==> config.mk <==
export PLATFORM = sky130hd
export DESIGN_NAME = mcpu_core
export DESIGN_NICKNAME = d
export VERILOG_FILES = /design/src/rtl/mcpu_pkg.sv /design/src/rtl/mcpu_alu.sv /design/src/rtl/mcpu_core.sv
export SDC_FILE = /design/constraint.sdc
export NUM_CORES = 1
export LEC_CHECK = 0
export ABC_AREA = 1
export CORE_MARGIN = 5
export CORE_UTILIZATION = 25
export DETAILED_ROUTE_END_ITERATION = 8
export PLACE_DENSITY = 0.5
export SYNTH_ARGS = -nofsm -noshare
export SYNTH_HDL_FRONTEND = slang
export SYNTH_SLANG_ARGS = --single-unit
==> constraint.sdc <==
create_clock -name clk -period 4.75 [get_ports clk]
set_clock_uncertainty 0.2 [all_clocks]
set_input_delay 0.7125 -clock clk [delete_from_list [all_inputs] [get_ports clk]]
set_output_delay 0.7125 -clock clk [all_outputs]
set_load 0.01 [all_outputs]
==> src/rtl/mcpu_pkg.sv <==
// Shared definitions for the multicycle core: opcodes, FSM encoding and
// instruction field positions.
package mcpu_pkg;

  localparam logic [3:0] OP_NOP  = 4'h0;
  localparam logic [3:0] OP_LI   = 4'h1;
  localparam logic [3:0] OP_ADD  = 4'h2;
  localparam logic [3:0] OP_SUB  = 4'h3;
  localparam logic [3:0] OP_AND  = 4'h4;
  localparam logic [3:0] OP_OR   = 4'h5;
  localparam logic [3:0] OP_XOR  = 4'h6;
  localparam logic [3:0] OP_ADDI = 4'h7;
  localparam logic [3:0] OP_LD   = 4'h8;
  localparam logic [3:0] OP_ST   = 4'h9;
  localparam logic [3:0] OP_JMP  = 4'hA;
  localparam logic [3:0] OP_JZ   = 4'hB;
  localparam logic [3:0] OP_JNZ  = 4'hC;
  localparam logic [3:0] OP_CMP  = 4'hD;

  typedef enum logic [2:0] {
    ST_BOOT  = 3'd0,
    ST_FETCH = 3'd1,
    ST_EXEC  = 3'd2,
    ST_MEM   = 3'd3,
    ST_HALT  = 3'd4
  } state_t;

  // Word layout, MSB first: op[4] | dst | src0 | src1 | imm
  function automatic int instr_w(input int reg_aw, input int data_w);
    return 4 + 3 * reg_aw + data_w;
  endfunction

  function automatic int op_lsb(input int reg_aw, input int data_w);
    return 3 * reg_aw + data_w;
  endfunction

  function automatic int dst_lsb(input int reg_aw, input int data_w);
    return 2 * reg_aw + data_w;
  endfunction

  function automatic int src0_lsb(input int reg_aw, input int data_w);
    return reg_aw + data_w;
  endfunction

  function automatic int src1_lsb(input int reg_aw, input int data_w);
    return (reg_aw > 0) ? data_w : data_w;
  endfunction

endpackage

==> src/rtl/mcpu_alu.sv <==
// Combinational ALU; CMP shares the subtractor so zero means src0 == src1.
module mcpu_alu
  import mcpu_pkg::*;
#(
  parameter int DATA_W = 28
) (
  input  logic [3:0]        op,
  input  logic [DATA_W-1:0] a,
  input  logic [DATA_W-1:0] b,
  output logic [DATA_W-1:0] result,
  output logic              zero
);

  always_comb begin
    result = '0;
    case (op)
      OP_ADD, OP_ADDI: result = a + b;
      OP_SUB, OP_CMP:  result = a - b;
      OP_AND:          result = a & b;
      OP_OR:           result = a | b;
      OP_XOR:          result = a ^ b;
      default:         result = '0;
    endcase
  end

  assign zero = (result == '0);

endmodule

==> src/rtl/mcpu_core.sv <==
// Multicycle CPU core: PC, register file, ALU, zero flag and control FSM, with
// instruction and data memories behind req/ack handshakes.
//
// state | meaning
// BOOT  | first cycle after reset release, no request
// FETCH | imem_req high until imem_ack latches the instruction
// EXEC  | decode, ALU, writeback; LD/ST latch address/data for MEM
// MEM   | dmem_req high with stable addr/we/wdata until dmem_ack
// HALT  | absorbing, no requests; only reset leaves
module mcpu_core
  import mcpu_pkg::*;
#(
  parameter int              DATA_W   = 28,
  parameter int              REG_N    = 16,
  parameter int              PC_W     = 12,
  parameter logic [PC_W-1:0] RESET_PC = '0,
  localparam int             REG_AW   = $clog2(REG_N),
  localparam int             INSTR_W  = 4 + 3 * REG_AW + DATA_W
) (
  input  logic               clk,
  input  logic               rst_n,
  output logic               imem_req,
  output logic [PC_W-1:0]    imem_addr,
  input  logic               imem_ack,
  input  logic [INSTR_W-1:0] imem_rdata,
  output logic               dmem_req,
  output logic               dmem_we,
  output logic [DATA_W-1:0]  dmem_addr,
  output logic [DATA_W-1:0]  dmem_wdata,
  input  logic               dmem_ack,
  input  logic [DATA_W-1:0]  dmem_rdata,
  input  logic [REG_AW-1:0]  dbg_sel,
  output logic [DATA_W-1:0]  dbg_data,
  output logic               zf,
  output logic               halted,
  output logic [31:0]        instret
);

  localparam int OP_LSB   = op_lsb(REG_AW, DATA_W);
  localparam int DST_LSB  = dst_lsb(REG_AW, DATA_W);
  localparam int SRC0_LSB = src0_lsb(REG_AW, DATA_W);
  localparam int SRC1_LSB = src1_lsb(REG_AW, DATA_W);

  state_t              state_q, state_d;
  logic [PC_W-1:0]     pc_q, pc_d, pc_inc, jmp_target;
  logic [INSTR_W-1:0]  ir_q;
  logic [DATA_W-1:0]   regs [REG_N];
  logic                zf_q, zf_d;
  logic [31:0]         instret_q;
  logic [DATA_W-1:0]   maddr_q, mwdata_q;
  logic                mwe_q;

  logic [3:0]          op;
  logic [REG_AW-1:0]   dst, src0, src1;
  logic [DATA_W-1:0]   imm, a_val, b_val, alu_b, alu_res;
  logic                alu_zero;

  logic                ir_ld, mem_ld, retire, rf_we;
  logic [DATA_W-1:0]   rf_wdata;

  assign op         = ir_q[OP_LSB +: 4];
  assign dst        = ir_q[DST_LSB +: REG_AW];
  assign src0       = ir_q[SRC0_LSB +: REG_AW];
  assign src1       = ir_q[SRC1_LSB +: REG_AW];
  assign imm        = ir_q[DATA_W-1:0];
  assign a_val      = regs[src0];
  assign b_val      = regs[src1];
  assign alu_b      = (op == OP_ADDI) ? imm : b_val;
  assign pc_inc     = pc_q + PC_W'(1);
  assign jmp_target = imm[PC_W-1:0];

  mcpu_alu #(.DATA_W(DATA_W)) u_alu (
    .op     (op),
    .a      (a_val),
    .b      (alu_b),
    .result (alu_res),
    .zero   (alu_zero)
  );

  always_comb begin
    state_d  = state_q;
    pc_d     = pc_q;
    zf_d     = zf_q;
    ir_ld    = 1'b0;
    mem_ld   = 1'b0;
    retire   = 1'b0;
    rf_we    = 1'b0;
    rf_wdata = alu_res;
    case (state_q)
      ST_BOOT: state_d = ST_FETCH;
      ST_FETCH: begin
        if (imem_ack) begin
          ir_ld   = 1'b1;
          state_d = ST_EXEC;
        end
      end
      ST_EXEC: begin
        retire  = 1'b1;
        state_d = ST_FETCH;
        pc_d    = pc_inc;
        case (op)
          OP_NOP: ;
          OP_LI: begin
            rf_we    = 1'b1;
            rf_wdata = imm;
          end
          OP_ADD, OP_SUB, OP_AND, OP_OR, OP_XOR, OP_ADDI: begin
            rf_we = 1'b1;
            zf_d  = alu_zero;
          end
          OP_CMP: zf_d = alu_zero;
          // Memory ops retire on the ack, not here
          OP_LD, OP_ST: begin
            retire  = 1'b0;
            mem_ld  = 1'b1;
            pc_d    = pc_q;
            state_d = ST_MEM;
          end
          OP_JMP: pc_d = jmp_target;
          OP_JZ:  pc_d = zf_q ? jmp_target : pc_inc;
          OP_JNZ: pc_d = zf_q ? pc_inc : jmp_target;
          default: begin
            pc_d    = pc_q;
            state_d = ST_HALT;
          end
        endcase
      end
      ST_MEM: begin
        if (dmem_ack) begin
          rf_we    = ~mwe_q;
          rf_wdata = dmem_rdata;
          pc_d     = pc_inc;
          retire   = 1'b1;
          state_d  = ST_FETCH;
        end
      end
      ST_HALT: state_d = ST_HALT;
      default: state_d = ST_BOOT;
    endcase
  end

  always_ff @(posedge clk or negedge rst_n) begin
    if (!rst_n) begin
      state_q   <= ST_BOOT;
      pc_q      <= RESET_PC;
      zf_q      <= 1'b0;
      instret_q <= '0;
      ir_q      <= '0;
      maddr_q   <= '0;
      mwdata_q  <= '0;
      mwe_q     <= 1'b0;
    end else begin
      state_q <= state_d;
      pc_q    <= pc_d;
      zf_q    <= zf_d;
      if (retire) instret_q <= instret_q + 32'd1;
      if (ir_ld)  ir_q      <= imem_rdata;
      if (mem_ld) begin
        maddr_q  <= b_val;
        mwdata_q <= a_val;
        mwe_q    <= (op == OP_ST);
      end
    end
  end

  always_ff @(posedge clk or negedge rst_n) begin
    if (!rst_n) begin
      for (int i = 0; i < REG_N; i++) regs[i] <= '0;
    end else if (rf_we) begin
      regs[dst] <= rf_wdata;
    end
  end

  // Requests decode straight from state so an async reset drops them at once
  assign imem_req   = (state_q == ST_FETCH);
  assign imem_addr  = pc_q;
  assign dmem_req   = (state_q == ST_MEM);
  assign dmem_we    = dmem_req & mwe_q;
  assign dmem_addr  = maddr_q;
  assign dmem_wdata = mwdata_q;
  assign dbg_data   = regs[dbg_sel];
  assign zf         = zf_q;
  assign halted     = (state_q == ST_HALT);
  assign instret    = instret_q;

endmodule

# [Word level (Yosys, flattened, before mapping)]
# Index checks and enable logic that the tools add are counted.
# W data, S select, Z words.
[totals] regBits=597 latchBits=0 mem_bits_rw=0 mem_bits_ro=0 in_bits=80 out_inout_bits=133 wordCells=113 memories=0
[classes] addsub=4 n_mul=0 div=0 n_lt_le_gt_ge=5 eq_ne=20 shift=0 muxes=36 bitwise=9 n_reduce_logical=15
[op_table] operator="$bwmux W448" count=1
[op_table] operator="$bmux W28 S4" count=3
[op_table] operator="$mux W28" count=10
[op_table] operator="$pmux W28 S5" count=1
[op_table] operator="$demux W28 S4" count=1
[op_table] operator="$pmux W28 S2" count=1
[op_table] operator="$pmux W12 S4" count=1
[op_table] operator="$mux W12" count=3
[op_table] operator="$add A32 B1 Y32 const B" count=1
[op_table] operator="$add A28 B28 Y28" count=1
[op_table] operator="$and A28 B28 Y28" count=1
[op_table] operator="$logic_not A28 Y1" count=1
[op_table] operator="$or A28 B28 Y28" count=1
[op_table] operator="$sub A28 B28 Y28" count=1
[op_table] operator="$xor A28 B28 Y28" count=1
[op_table] operator="$eq A4 B4 Y1 const B" count=6
[op_table] operator="$pmux W12 S2" count=1
[op_table] operator="$ge A5 B5 Y1 const B" count=4
[op_table] operator="$not A4 Y5" count=4
[op_table] operator="$eq A4 B3 Y1 const B" count=4
[op_table] operator="$pmux W3 S5" count=1
[op_table] operator="$reduce_or A7 Y1" count=2
[op_table] operator="$add A12 B1 Y12 const B" count=1
[op_table] operator="$reduce_or A12 Y1" count=1
[op_table] operator="22 further kinds" count=37

# [Logic depth before layout (Yosys ltp)]
[depth] depth_word=10 ltp_mapped=36 ltp_nobuf=34

# [By module]
# Synthesis repeated with hierarchy kept, for this count alone.
[unflattened] hier_cells=6279 area_unflattened_um2=41521.1
[modules_own_cells] module="mcpu_core" n_inst=1 cells_each=5424 area_each_um2=36900.4 seq_area_each_um2=14939.3
[modules_own_cells] module="mcpu_alu" n_inst=1 cells_each=855 area_each_um2=4620.7 seq_area_each_um2=0.0

# [Least setup slack after synthesis]
# OpenSTA, ideal clock, no wires.
[synth_path] path_kind="register -> register" startpoint="reg ir_q[28]" endpoint="reg regs[220] in the netlist's numbering" setup_time_ns=0.136 arrival_ns=4.511 t_required_ns=4.414 setup_slack_ns=-0.097 path_stages_with_launch=35 path_buffers=4 synth_period_minus_slack_ns=4.847 cell_sequence="dfrtp_1 > buf_6 > buf_12 > buf_6 > o211ai_1 > nand3_1 > nand3_1 > nand2_1 > nand2_1 > nand2_1 > inv_1 > ha_1 > nand3_1 > nor3_1 > nand3_1 > nor2_1 > nand3_1 > nand2_1 > o21ai_0 > xor2_1 > ha_1 > nand3_1 > inv_1 > a21oi_1 > nand3_1 > nand3_1 > nand2_1 > nand3_1 > nand2_1 > or2_2 > nand3_1 > nand2_1 > a21oi_1 > clkbuf_1 > o21ai_0"
[synth_via] elab_chain_cells=10 elab_cells_between_ends=15 cone_classes="add/sub: 2; mux: 9; bitwise: 4"
[synth_rtl] item="from (decl)" line_no="mcpu_core.sv:46" rtl="logic [INSTR_W-1:0] ir_q;"
[synth_rtl] item="from (signal assigned)" line_no="mcpu_core.sv:157" rtl="if (ir_ld) ir_q <= imem_rdata;"
[synth_rtl] item="$not A4 Y5 (not written as such) (*)" line_no="mcpu_core.sv:67" rtl="assign b_val = regs[src1];"
[synth_rtl] item="$bmux W28 S4 (*)" line_no="mcpu_core.sv:67"
[synth_rtl] item="$mux W28 (not written as such) (*) (2 in series)" line_no="mcpu_core.sv:67"
[synth_rtl] item="$mux W28 (*)" line_no="mcpu_core.sv:68" rtl="assign alu_b = (op == OP_ADDI) ? imm : b_val;"
[synth_rtl] item="$sub A28 B28 Y28, or another cell as far along" line_no="mcpu_alu.sv:18" rtl="OP_SUB, OP_CMP: result = a - b;"
[synth_rtl] item="$pmux W28 S5 (*)" line_no="mcpu_alu.sv:16" rtl="case (op)"
[synth_rtl] item="$mux W28 (on tied branches)" line_no="mcpu_core.sv:129, mcpu_core.sv:101"
[synth_rtl] item="$pmux W28 S2 (*)" line_no="mcpu_core.sv:89" rtl="case (state_q)"
[synth_rtl] item="$bwmux W448 (*)" line_no="mcpu_core.sv:170" rtl="regs[dst] <= rf_wdata;"
[synth_rtl] item="to (signal, indexed assignment)" line_no="mcpu_core.sv:170"
[synth_rtl] item="to (decl)" line_no="mcpu_core.sv:47" rtl="logic [DATA_W-1:0] regs [REG_N];"
# Every way passes the cells marked *; elsewhere a longest branch is shown, timed or not. The select of a mux whose other input is x is not followed.
# A chain may end at the register's enable or synchronous reset.

# [Final worst setup path]
[layout_path] startpoint="reg ir_q[28]" endpoint="reg regs[279] in the netlist's numbering"
# Same word-level chain as after synthesis.

==> results.sh <==
export IMPL_status="complete, but fails checks"
export IMPL_violations="negative setup slack"
export IMPL_cts_max_level=3
export IMPL_syn_nets=5994
export IMPL_cts_root_buffer="clkbuf_16"
export IMPL_first_pass_iters=6
export IMPL_mostFrequentLayoutCells="nand2_1 (1368), o21ai_0 (779), buf_4 (595)"
export IMPL_grt_pass1_vias=41600
export IMPL_rsz0062_at_grt="yes"
export IMPL_hold_viol_final=0
export IMPL_vias_per_cell=5.14
export IMPL_fp_coreArea_sq_um=159000
export IMPL_async_reset_ff_share_pct=100
export IMPL_path_max_fanout=15
export IMPL_critPathTopFamily="simple AND/OR/NAND/NOR gates"
export IMPL_maxCapViolCount=0
export IMPL_drc_errors=0
export IMPL_syn_inst=5820
export IMPL_yosysSeqAreaShare_pct=37.4
export IMPL_port_buffers=212
export IMPL_fmaxAchievable_mhz=194
export IMPL_wire_per_inst_um=22.4
export IMPL_critPathBufInv=9
export IMPL_yosysTopAreaCell="dfrtp_1"
export IMPL_post_place_ws_ns=-0.997
export IMPL_wirelength_um=192000
export IMPL_critPathMaxStageDelay_ns=0.57
export IMPL_drv_slew=0
export IMPL_yosysTopAreaCellShare_pct=37.4
export IMPL_synth_flop_cell="dfrtp_1"
export IMPL_min_period_ns=5.15
export IMPL_end_kind="flip-flop"
export IMPL_die_area_sq_um=168000
export IMPL_start_util_pct=25.2
export IMPL_setup_tns_ns=-63.29
export IMPL_fin_util_pct=34.1
export IMPL_slew_headroom_pct=28.9
export IMPL_yosys_warnings=0
export IMPL_clk_latency_ns=0.68
export IMPL_clockBufferDepth=3
export IMPL_synthTopCellsByArea="dfrtp_1 (37%), nand2_1 (13%), o21ai_0 (12%), a21oi_1 (6.2%), nand3_1 (6.2%)"
export IMPL_critical_path_class="flip-flop to flip-flop"
export IMPL_worst_slack_ns=-0.404
export IMPL_rows=146
export IMPL_ys_ff_latch=597
export IMPL_fp_dieH_um=410
export IMPL_crit_top_cell="nand2_1"
export IMPL_final_common_cell="nand2_1"
export IMPL_tightest_slew_ns=1.06
export IMPL_synth_distinct_cells=53
export IMPL_nets=6586
export IMPL_finalSetupViolCount=304
export IMPL_grtUsageTotal_pct=21.9
export IMPL_dr_total_vias=43900
export IMPL_nFillCells=16900
export IMPL_detail_route_iter0_violations=4558
export IMPL_antenna_found_initial=5
export IMPL_gp_routability_congestion=0.922
export IMPL_syn_area_per_cell_sq_um=6.87
export IMPL_dpl_hpwl_um=126000
export IMPL_grt_first_pass_wirelength_um=279000
export IMPL_grt_max_degree=91
export IMPL_clk_pin_slew_worst_paths_ns=0.07
export IMPL_die_width_um=410
export IMPL_layout_drive_gt1_share_pct=19.4
export IMPL_ios=213
export IMPL_grt_ovfl_total=0
export IMPL_cp_slowest_cell="dfrtp_4"
export IMPL_hold_path_class="flip-flop to flip-flop"
export IMPL_cts_buffers=73
export IMPL_crit_required_ns=5.16
export IMPL_syn_to_final_growth_pct=35.4
export IMPL_critPathLaunchType="flip-flop"
export IMPL_antenna_left=0
export IMPL_netlist_area_sq_um=40000
export IMPL_tritoncts="yes"
export IMPL_crit_arrival_ns=5.57
export IMPL_cts_sinks=597
export IMPL_synth_edf_count=0
export IMPL_period_share_pct=109
worst reg2reg max path: cells and delay by family (launching register included):
family | cells | cell delay (ns)
AND/OR/NAND/NOR | 18 | 1.81
buffers and inverters | 9 | 1.49
AO/OA/AOI/OAI | 3 | 0.59
flip-flops | 1 | 0.57
adder cells (fa/ha/maj) | 1 | 0.28
XOR/XNOR | 1 | 0.15
stage by stage:
stage | hold slack [ns] | instance area (sq um) | cells
2_1_floorplan | 0.217 | 40000 | 5820
3_3_place_gp | 0.259 | 48300 | 8302
3_5_place_dp | 0.261 | 48300 | 8302
4_1_cts | 0.269 | 52900 | 8506
5_1_grt | 0.300 | 54100 | 8538
6_report | 0.268 | 54100 | 8538
cells by family (layout without fill, tap and decap cells):
group | Yosys count | in the layout | synth area share, %
adder cells (fa/ha/maj) | 94 | 94 | 2.96
multiplexers | 4 | 4 | 0.113
AND/OR/NAND/NOR | 2335 | 2335 | 24.3
other | 0 | 1 | 0
flip-flops | 597 | 597 | 37.4
buffers and inverters | 1020 | 1665 | 10.5
XOR/XNOR | 58 | 58 | 1.27
AO/OA/AOI/OAI | 1712 | 1712 | 23.5
registers in the layout, indices dropped and copies added (netlist names):
register,flops
dmem_wdata,28
imem_addr,12
zf,1
ir_q,44
dmem_addr,28
instret,32
state_q,3
regs,448
mwe_q,1
cell type report:
type                            instances  area [sq um]  share of cell area (%)
Clock buffer                           98          2080                    3.85
Antenna cell                            1          2.50                 0.00462
Timing Repair Buffer                  948          9180                    17.0
Sequential cell                       597         15000                    27.6
Timing Repair inverter                  1          8.76                  0.0162
Inverter                              588          2250                    4.16
Tap cell                             2072          2590                    4.79
Multi-Input combinational cell       4203         22600                    41.7
Clock inverter                         30           452                   0.835
final timing paths:
path,end,slack [ns],depth (start not counted),from
worst max-delay path,regs[279]$_DFFE_PN0P_,-0.40,32,ir_q[28]$_DFFE_PN0P_
worst min-delay path,instret[31]$_DFFE_PN0P_,0.27,1,instret[31]$_DFFE_PN0P_
worst max register to register,regs[279]$_DFFE_PN0P_,-0.40,32,ir_q[28]$_DFFE_PN0P_
worst min register to register,instret[31]$_DFFE_PN0P_,0.27,1,instret[31]$_DFFE_PN0P_
max in group asynchronous,regs[32]$_DFFE_PN0P_,2.84,3,rst_n
min in group asynchronous,instret[18]$_DFFE_PN0P_,0.44,2,rst_n
layer usage:
layer  wire length [um]  vias to the layer above  track usage, %  share of wire, %
li1                   -                    20600               -                 -
met1              84000                    21100            30.2                44
met2              85900                     1745            34.6                45
met3              12700                      363            3.10               6.7
met4               8980                        2            8.39               4.7
met5                 10                        -               0            0.0052
Yosys cell counts (5+ instances only):
master,instances
nand2_1,1427
o21ai_0,927
dfrtp_1,597
inv_1,572
a21oi_1,497
nand3_1,497
clkbuf_1,300
nor2_1,298
o211ai_1,124
ha_1,93
o221ai_1,66
xor2_1,45
buf_1,43
buf_2,42
a221oi_1,32
buf_6,29
a31oi_1,28
nand2_2,25
nand4_1,20
nor3_1,19
buf_4,15
or2_2,14
xnor2_1,13
nor2_2,11
o22ai_1,10
clkinv_1,8
inv_2,7
nand3b_1,6
a21boi_0,5
a22oi_1,5
what timing repair did:
action                                 in CTS  in global routing
gates resized for setup                   354                275
buffers inserted                           57                 33
setup endpoints to repair                 353                369
endpoints found under the hold margin      70                  0
gates cloned                               19                  6
pin swaps                                  78                 80
hold buffers                                1                  0
Power is left out: the tool's default activity adds up to more than one toggle a clock period on the data nets, which glitch-free logic cannot reach.
